===== src/rtl/serial_port.sv =====
// serial_port: byte write port -> TX FIFO -> serializer -> 1-bit loopback line
// -> deserializer -> RX FIFO -> byte read port.
// A frame only starts when the RX side is guaranteed room for it, so no byte
// is ever lost on the link.
// All FIFO ports and both FSMs share one clock and a synchronous active-high reset.
module serial_port #(
  parameter int DEPTH = 8,
  parameter int WIDTH = 8
) (
  input  logic             clk,
  input  logic             rst,
  input  logic             w_e,
  input  logic             r_e,
  input  logic [WIDTH-1:0] input_data,
  output logic [WIDTH-1:0] output_data,
  output logic             e_f,
  output logic             f_f
);

  localparam int AW = $clog2(DEPTH);
  localparam int BW = (WIDTH > 1) ? $clog2(WIDTH) : 1;
  localparam logic [AW:0]   FULL_CNT = (AW+1)'(DEPTH);
  localparam logic [BW-1:0] LAST_BIT = BW'(WIDTH - 1);

  typedef enum logic [1:0] {S_IDLE, S_START, S_DATA, S_STOP} ser_state_t;
  typedef enum logic [1:0] {D_IDLE, D_DATA, D_STOP} des_state_t;

  // TX FIFO
  logic [WIDTH-1:0] tx_mem [DEPTH];
  logic [AW-1:0]    tx_wr, tx_rd;
  logic [AW:0]      tx_count;
  // RX FIFO
  logic [WIDTH-1:0] rx_mem [DEPTH];
  logic [AW-1:0]    rx_wr, rx_rd;
  logic [AW:0]      rx_count;
  // Serializer
  ser_state_t       s_state;
  logic [WIDTH-1:0] tx_sh;
  logic [BW-1:0]    s_cnt;
  logic             line;
  // Deserializer
  des_state_t       d_state;
  logic [WIDTH-1:0] rx_sh;
  logic [BW-1:0]    d_cnt;
  logic             in_flight;

  logic tx_push, tx_pop, rx_push, rx_pop;
  logic rx_ready, ser_can_load, start_ok;

  // Handshake: tx_pop is the "valid & ready" moment. valid = TX FIFO non-empty,
  // ready = serializer free (IDLE or finishing STOP) and RX has room counting
  // the frame already on the line. Both must hold at the same edge.
  assign e_f          = (rx_count == '0);
  assign f_f          = (tx_count == FULL_CNT);
  assign tx_push      = w_e & ~f_f;
  assign rx_pop       = r_e & ~e_f;
  assign rx_push      = (d_state == D_STOP) & line;
  assign rx_ready     = (rx_count + {{AW{1'b0}}, in_flight}) < FULL_CNT;
  assign ser_can_load = (s_state == S_IDLE) || (s_state == S_STOP);
  assign start_ok     = ser_can_load && (tx_count != '0) && rx_ready;
  assign tx_pop       = start_ok;

  // TX FIFO storage (no reset needed; validity is tracked by the count)
  always_ff @(posedge clk) begin
    if (tx_push) tx_mem[tx_wr] <= input_data;
  end

  // TX FIFO pointers and occupancy
  always_ff @(posedge clk) begin
    if (rst) begin
      tx_wr    <= '0;
      tx_rd    <= '0;
      tx_count <= '0;
    end else begin
      if (tx_push) tx_wr <= tx_wr + 1'b1;
      if (tx_pop)  tx_rd <= tx_rd + 1'b1;
      case ({tx_push, tx_pop})
        2'b10:   tx_count <= tx_count + 1'b1;
        2'b01:   tx_count <= tx_count - 1'b1;
        default: tx_count <= tx_count;
      endcase
    end
  end

  // RX FIFO storage
  always_ff @(posedge clk) begin
    if (rx_push) rx_mem[rx_wr] <= rx_sh;
  end

  // RX FIFO pointers, occupancy and registered read data
  always_ff @(posedge clk) begin
    if (rst) begin
      rx_wr       <= '0;
      rx_rd       <= '0;
      rx_count    <= '0;
      output_data <= '0;
    end else begin
      if (rx_push) rx_wr <= rx_wr + 1'b1;
      if (rx_pop) begin
        rx_rd       <= rx_rd + 1'b1;
        output_data <= rx_mem[rx_rd];
      end
      case ({rx_push, rx_pop})
        2'b10:   rx_count <= rx_count + 1'b1;
        2'b01:   rx_count <= rx_count - 1'b1;
        default: rx_count <= rx_count;
      endcase
    end
  end

  // Serializer: start bit, WIDTH data bits LSB first, stop bit; back-to-back frames from STOP
  always_ff @(posedge clk) begin
    if (rst) begin
      s_state <= S_IDLE;
      tx_sh   <= '0;
      s_cnt   <= '0;
      line    <= 1'b1;
    end else begin
      case (s_state)
        S_START: begin
          line    <= tx_sh[0];
          tx_sh   <= {1'b0, tx_sh[WIDTH-1:1]};
          s_cnt   <= '0;
          s_state <= S_DATA;
        end
        S_DATA: begin
          if (s_cnt == LAST_BIT) begin
            line    <= 1'b1;
            s_state <= S_STOP;
          end else begin
            line  <= tx_sh[0];
            tx_sh <= {1'b0, tx_sh[WIDTH-1:1]};
            s_cnt <= s_cnt + 1'b1;
          end
        end
        default: begin  // S_IDLE and S_STOP can both launch a new frame
          if (start_ok) begin
            tx_sh   <= tx_mem[tx_rd];
            line    <= 1'b0;
            s_state <= S_START;
          end else begin
            line    <= 1'b1;
            s_state <= S_IDLE;
          end
        end
      endcase
    end
  end

  // Deserializer plus in-flight flag; a new launch wins over the clear of the previous frame
  always_ff @(posedge clk) begin
    if (rst) begin
      d_state   <= D_IDLE;
      rx_sh     <= '0;
      d_cnt     <= '0;
      in_flight <= 1'b0;
    end else begin
      if (start_ok)                  in_flight <= 1'b1;
      else if (d_state == D_STOP)    in_flight <= 1'b0;
      case (d_state)
        D_IDLE: begin
          if (!line) begin
            d_cnt   <= '0;
            d_state <= D_DATA;
          end
        end
        D_DATA: begin
          rx_sh <= {line, rx_sh[WIDTH-1:1]};
          if (d_cnt == LAST_BIT) d_state <= D_STOP;
          else                   d_cnt   <= d_cnt + 1'b1;
        end
        default: begin
          // Good stop bit pushes rx_sh (rx_push); a bad one just drops the byte.
          d_state <= D_IDLE;
        end
      endcase
    end
  end

endmodule


===== config.mk =====
export PLATFORM = sky130hd
export DESIGN_NAME = serial_port
export DESIGN_NICKNAME = d
export VERILOG_FILES = /design/src/rtl/serial_port.sv
export SDC_FILE = /design/constraint.sdc
export NUM_CORES = 1
export LEC_CHECK = 0
export CAP_MARGIN = 25
export CORE_MARGIN = 4
export CORE_UTILIZATION = 56
export DETAILED_ROUTE_END_ITERATION = 7
export PLACE_DENSITY = 0.81
export SYNTH_ARGS = -nofsm -noshare
export SYNTH_HDL_FRONTEND = slang
export SYNTH_SLANG_ARGS = --single-unit

===== constraint.sdc =====
create_clock -name clk -period 7.8 [get_ports clk]
set_clock_uncertainty 0.2 [all_clocks]
set_input_delay 0.78 -clock clk [delete_from_list [all_inputs] [get_ports clk]]
set_output_delay 0.78 -clock clk [all_outputs]
set_load 0.02 [all_outputs]

# Word level (Yosys, flattened, before mapping)
# Memory sizes are Yosys's and may differ from the RTL's. A register that Yosys moved wholly into a read port is not among the register bits.
# Index checks and enable logic that the tools add are counted.
# W data, S select, Z words.
dict set report word_totals {
  reg_bits 48
  mem_bits_rw 128
  in_bits 12
  out_inout_bits 10
  elab_cells 94
  mem_count 2
}
dict set report op_classes {
  add_sub_neg 11
  magnitude_cmp 1
  eq_ne 17
  n_mux 27
  bitwise_logic 5
  n_reduce_logical 17
}
# name words width rd rd_ports_with_merged_regs wr line
set memory_table {}
lappend memory_table {rx_mem 8 8 1 1 1 33} ;# logic [WIDTH-1:0] rx_mem [DEPTH];
lappend memory_table {tx_mem 8 8 1 1 1 29} ;# logic [WIDTH-1:0] tx_mem [DEPTH];
# op count
set ops {}
lappend ops {{$add A3 B1 Y3 const B} 6}
lappend ops {{$mux W8} 2}
lappend ops {{$pmux W4 S2} 2}
lappend ops {{$pmux W8 S2} 1}
lappend ops {{$mux W3} 5}
lappend ops {{$pmux W3 S2} 2}
lappend ops {{$eq A2 B2 Y1 const B} 5}
lappend ops {{$ne A2 B2 Y1 const B} 5}
lappend ops {{$reduce_bool A2 Y1} 5}
lappend ops {{$mux W1} 9}
lappend ops {{$add A4 B1 Y4 const B} 2}
lappend ops {{$eq A2 B1 Y1 const B} 4}
lappend ops {{$pmux W2 S2} 2}
lappend ops {{$sub A4 B1 Y4 const B} 2}
lappend ops {{$eq A3 B3 Y1 const B} 2}
lappend ops {{$mux W2} 3}
lappend ops {{$reduce_and A2 Y1} 3}
lappend ops {{$add A4 B1 Y4} 1}
lappend ops {{$eq A4 B4 Y1 const B} 1}
lappend ops {{$logic_not A2 Y1} 2}
lappend ops {{$logic_not A4 Y1} 1}
lappend ops {{$lt A4 B4 Y1 const B} 1}
lappend ops {{$reduce_bool A4 Y1} 1}
lappend ops {{$and A1 B1 Y1} 3}
lappend ops {{6 further kinds} 8}

# Longest topological paths before layout
dict set report depth {
  depth_word 6
  depth_mapped 13
  depth_no_buf 12
}

# Worst setup path after synthesis
# Ideal clock, no wire load.
dict set report synth_timing {
  kind {input-to-reg}
  start {input r_e}
  end {register rx_count[3]}
  setup_ps 121
  t_arrival_ps 2404
  required_time_ps 7479
  path_slack_ps 5075
  path_stages 8
  n_path_buf 1
  path_cell_list {o41a_1 > buf_2 > ha_1 > ha_1 > a21o_1 > a21oi_1 > mux2i_1 > mux2_2}
}
dict set report synth_via {
  elab_chain_cells 3
  elab_cells_between_ends 5
  cone_classes {eq/ne: 2; mux: 1; bitwise: 1; reduce/logical: 1}
}
# item line
set synth_lines {}
lappend synth_lines {{start: declaration} 13} ;# input logic r_e,
lappend synth_lines {{$and A1 B1 Y1 *} 56} ;# assign rx_pop = r_e & ~e_f;
lappend synth_lines {{via rx_pop} 47} ;# logic tx_push, tx_pop, rx_push, rx_pop;
lappend synth_lines {{$eq A2 B1 Y1 or $eq A2 B2 Y1 (tied branches)} 103} ;# case ({rx_push, rx_pop})
lappend synth_lines {{$pmux W4 S2 or $reduce_bool A2 Y1 (tied branches)} --}
lappend synth_lines {{end signal: assignment} 104} ;# 2'b10: rx_count <= rx_count + 1'b1;
lappend synth_lines {{end signal: assignment} 105} ;# 2'b01: rx_count <= rx_count - 1'b1;
lappend synth_lines {{end signal: assignment} 106} ;# default: rx_count <= rx_count;
lappend synth_lines {{end: declaration} 35} ;# logic [AW:0] rx_count;
# Mark *: on every way through the listed nets, which the timed path passes. The rest lies on a longest branch.
# A chain may end at the register's enable or synchronous reset.

# Final worst setup path
dict set report layout_timing {
  start {input r_e}
  end {register rx_count[3]}
}
dict set report layout_via {
  elab_chain_cells 3
  elab_cells_between_ends 5
  cone_classes {eq/ne: 2; mux: 1; bitwise: 1; reduce/logical: 1}
}
# item line
set layout_lines {}
lappend layout_lines {{$and A1 B1 Y1 *} 56}
lappend layout_lines {{$eq A2 B1 Y1 or $eq A2 B2 Y1 (tied branches)} 103}
lappend layout_lines {{$pmux W4 S2 or $reduce_bool A2 Y1 (tied branches)} --}
# Mark *: on every way between the ends. The rest lies on a longest branch, timed or not.

==> impl_metrics.json <==
{
  "outcome": "finished, final reports clean",
  "layout_common_cells": "128 x edfxtp_1, 59 x dfxtp_1, 46 x nor2_1",
  "crit_path_top_delay_cell": "o41a_1",
  "cpPeakStageDelay_ns": 0.62,
  "grt_pass1_vias": 4419,
  "drc": 0,
  "setup_violations": 0,
  "relSlewSlack": 0.306,
  "die_w_um": 125,
  "drive_gt1_frac": 0.129,
  "ys_async_sr_fraction": 0,
  "final_nets": 589,
  "yosys_warnings": 0,
  "viasPerCell": 5.94,
  "path_depth": 8,
  "syn_nets": 568,
  "cp-start-kind": "input port",
  "place.port_buffers": 21,
  "clockRootBuffer": "clkbuf_16",
  "insertion_delay_ns": 0.44,
  "cp-endpoint": "rx_count[3]",
  "crit_start": "r_e",
  "grt_remaining_overflow": 0,
  "antennaDiodeCount": 0,
  "timing.rr.start": "s_state[0]",
  "start_util": 0.574,
  "synth_seq_cells": 187,
  "crit_family": "compound AO/OA/AOI/OAI gates",
  "ys_seq_area_frac": 0.658,
  "cts_resized": 0,
  "r2r_setup_slack_ns": 4.60,
  "wirelength_um": 14600,
  "hp-class": "register to register",
  "timing.final.crit_share": 0.422,
  "r2r-end": "tx_count[2]",
  "fin_cells": 749,
  "crit_path_max_fanout": 20,
  "area_delta_synth_final_pct": 11.9,
  "powerDensity_mw_per_mm2": 306,
  "reg2regPathDepth": 12,
  "period_minus_slack_ns": 3.29,
  "place_ws_ns": 4.08,
  "num_rows": 42,
  "cp.required_ns": 7.93,
  "dr.pass1.iters": 5,
  "max_cap_violations": 0,
  "cts_buffer_depth": 2,
  "cp.arrival_ns": 3.42,
  "grt_pass1_wl_um": 23200,
  "peakVddDrop_mv": 0.227,
  "worstPathCellList": "clkdlybuf4s50_1 > o41a_1 > ha_1 > ha_1 > a21o_1 > a21oi_1 > mux2i_1 > mux2_2",
  "grt_max_degree": 62,
  "cts.sinks": 187,
  "tns_ns": 0,
  "synth_flop_cell": "edfxtp_1",
  "setup_ws_ns": 4.51,
  "synth_area_mm2": 0.00763,
  "gr-usage-all-layers": 0.193,
  "cts_buffers": 17,
  "wl_per_cell_um": 19.5,
  "rsz0062_at_grt": "no",
  "power.leakage_nw": 2.85,
  "core_mm2": 0.0133,
  "postRouteAntennaNets": 0,
  "antenna_found_initial": 0,
  "synth_edf_count": 128,
  "crit_type": "input port to register",
  "synth_area_per_cell_um2": 14.2,
  "h-tree-depth": 4,
  "cp_common_cell": "ha_1",
  "slew_viol_final": 0,
  "hold_viol": 0,
  "post_cts_buffers": 0,
  "worstMarginPinSlew_ns": 1.03,
  "final_common_cell": "edfxtp_1",
  "clk_pin_slew_ns": 0.07,
  "io_pins": 22,
  "synth_cell_types": 48,
  "dpl.hpwl_um": 9510,
  "synthCells": 539,
  "max_freq_ghz": 0.304,
  "cp-end-kind": "register",
  "gp_congestion": 0.835,
  "cts_tree": "yes",
  "drt_iter0_markers": 305,
  "numPlacedInstances": 717,
  "dieArea_mm2": 0.0156,
  "die_h_um": 125,
  "vias": 4446,
  "critical_path_buf_inv_count": 1,
  "cts_hold_buf": 0
}
-- per-stage QoR --
| step | hold slack (ns) | total power, W | area, um^2 | util |
|---|---|---|---|---|
| after floorplan | 0.240 | 0.00169 | 7630 | - |
| after global placement | 0.259 | 0.00177 | 7960 | 0.599 |
| after detailed placement | 0.273 | 0.00181 | 7990 | 0.601 |
| after CTS | 0.299 | 0.00261 | 8540 | 0.643 |
| after global routing | 0.323 | 0.00273 | 8540 | 0.643 |
| final | 0.294 | 0.00261 | 8540 | 0.643 |
-- kinds of logic after synthesis --
logic type	synth area share
compound gates	0.0780
flops	0.658
xor+xnor	0.0126
buf+inv	0.0247
fa+ha+maj	0.0288
simple gates	0.0865
mux	0.111
-- cells in the mapped netlist, types with 2 or more instances --
| library cell | count | area [um^2] |
|---|---|---|
| edfxtp_1 | 128 | 3840 |
| dfxtp_1 | 59 | 1180 |
| nor2_1 | 46 | 173 |
| mux2i_1 | 43 | 430 |
| nand2_1 | 36 | 135 |
| a21oi_1 | 25 | 125 |
| mux4_2 | 17 | 383 |
| a22oi_1 | 16 | 120 |
| ha_1 | 16 | 200 |
| inv_1 | 12 | 45.0 |
| a211oi_1 | 11 | 82.6 |
| nand2b_1 | 11 | 68.8 |
| nand3_1 | 11 | 55.1 |
| clkbuf_1 | 10 | 37.5 |
| nor3_1 | 10 | 50.1 |
| xor2_1 | 9 | 78.8 |
| a31oi_1 | 7 | 43.8 |
| buf_1 | 7 | 26.3 |
| buf_2 | 7 | 35.0 |
| nor2b_1 | 7 | 43.8 |
| a311oi_2 | 6 | 90.1 |
| o21ai_0 | 6 | 30.0 |
| or3_1 | 4 | 25.0 |
| buf_4 | 3 | 22.5 |
| mux2_2 | 3 | 33.8 |
| a21o_1 | 2 | 15.0 |
| a221oi_1 | 2 | 17.5 |
| and4_1 | 2 | 17.5 |
| buf_6 | 2 | 22.5 |
| nor4_1 | 2 | 12.5 |
| xnor2_1 | 2 | 17.5 |
-- worst register-to-register path: stages (launching register included) --
cell and delay, ns:
dfxtp_1 0.34, inv_1 0.06, ha_1 0.55, o41ai_1 0.27, or2_2 0.39, inv_1 0.10
ha_1 0.24, xor2_1 0.16, ha_1 0.16, a21oi_1 0.05, xor2_1 0.17, or3_1 0.31
a21oi_1 0.13
-- worst min path at each step --
stage / start / end / slack (ns) / cells past startpoint
4_1_cts: tx_sh[7] / tx_sh[7] / 0.30 / 2
3_3_place_gp: tx_sh[7] / tx_sh[7] / 0.26 / 2
3_5_place_dp: line / rx_sh[7] / 0.27 / 2
5_1_grt: tx_sh[7] / tx_sh[7] / 0.32 / 2
6_report: tx_sh[7] / tx_sh[7] / 0.29 / 2
2_1_floorplan: line / rx_sh[7] / 0.24 / 2
-- power breakdown --
part | total (W) | internal, W | leakage, nW | switching (W)
Clock | 0.000810 | 0.000421 | 0.262 | 0.000390
Combinational | 0.000613 | 0.000248 | 0.932 | 0.000365
Sequential | 0.00119 | 0.00113 | 1.65 | 0.0000580
Total | 0.00261 | 0.00180 | 2.85 | 0.000813
-- registers in the layout (all words and copies together), names as in the netlist, named ones only --
signal	cells
tx_sh	8
tx_rd	3
d_cnt	3
tx_count	4
line	1
tx_mem	64
rx_wr	3
rx_sh	8
rx_mem	64
s_cnt	3
rx_rd	3
in_flight	1
d_state	2
rx_count	4
output_data	8
tx_wr	3
s_state	2
-- routing by layer --
metal | part of all wire | track usage
met2 | 0.49 | 0.308
met5 | 0 | 0
met4 | 0.020 | 0.0729
met1 | 0.44 | 0.258
met3 | 0.054 | 0.0467
-- final cells by class --
cell class | instances | area (um^2)
Sequential cell | 187 | 5020
Timing Repair Buffer | 31 | 278
Clock buffer | 18 | 429
Tap cell | 176 | 220
Fill cell | 937 | 4750
Clock inverter | 14 | 128
Inverter | 12 | 45.0
Multi-Input combinational cell | 311 | 2420
No activity file was read; power rests on OpenSTA's default activity.
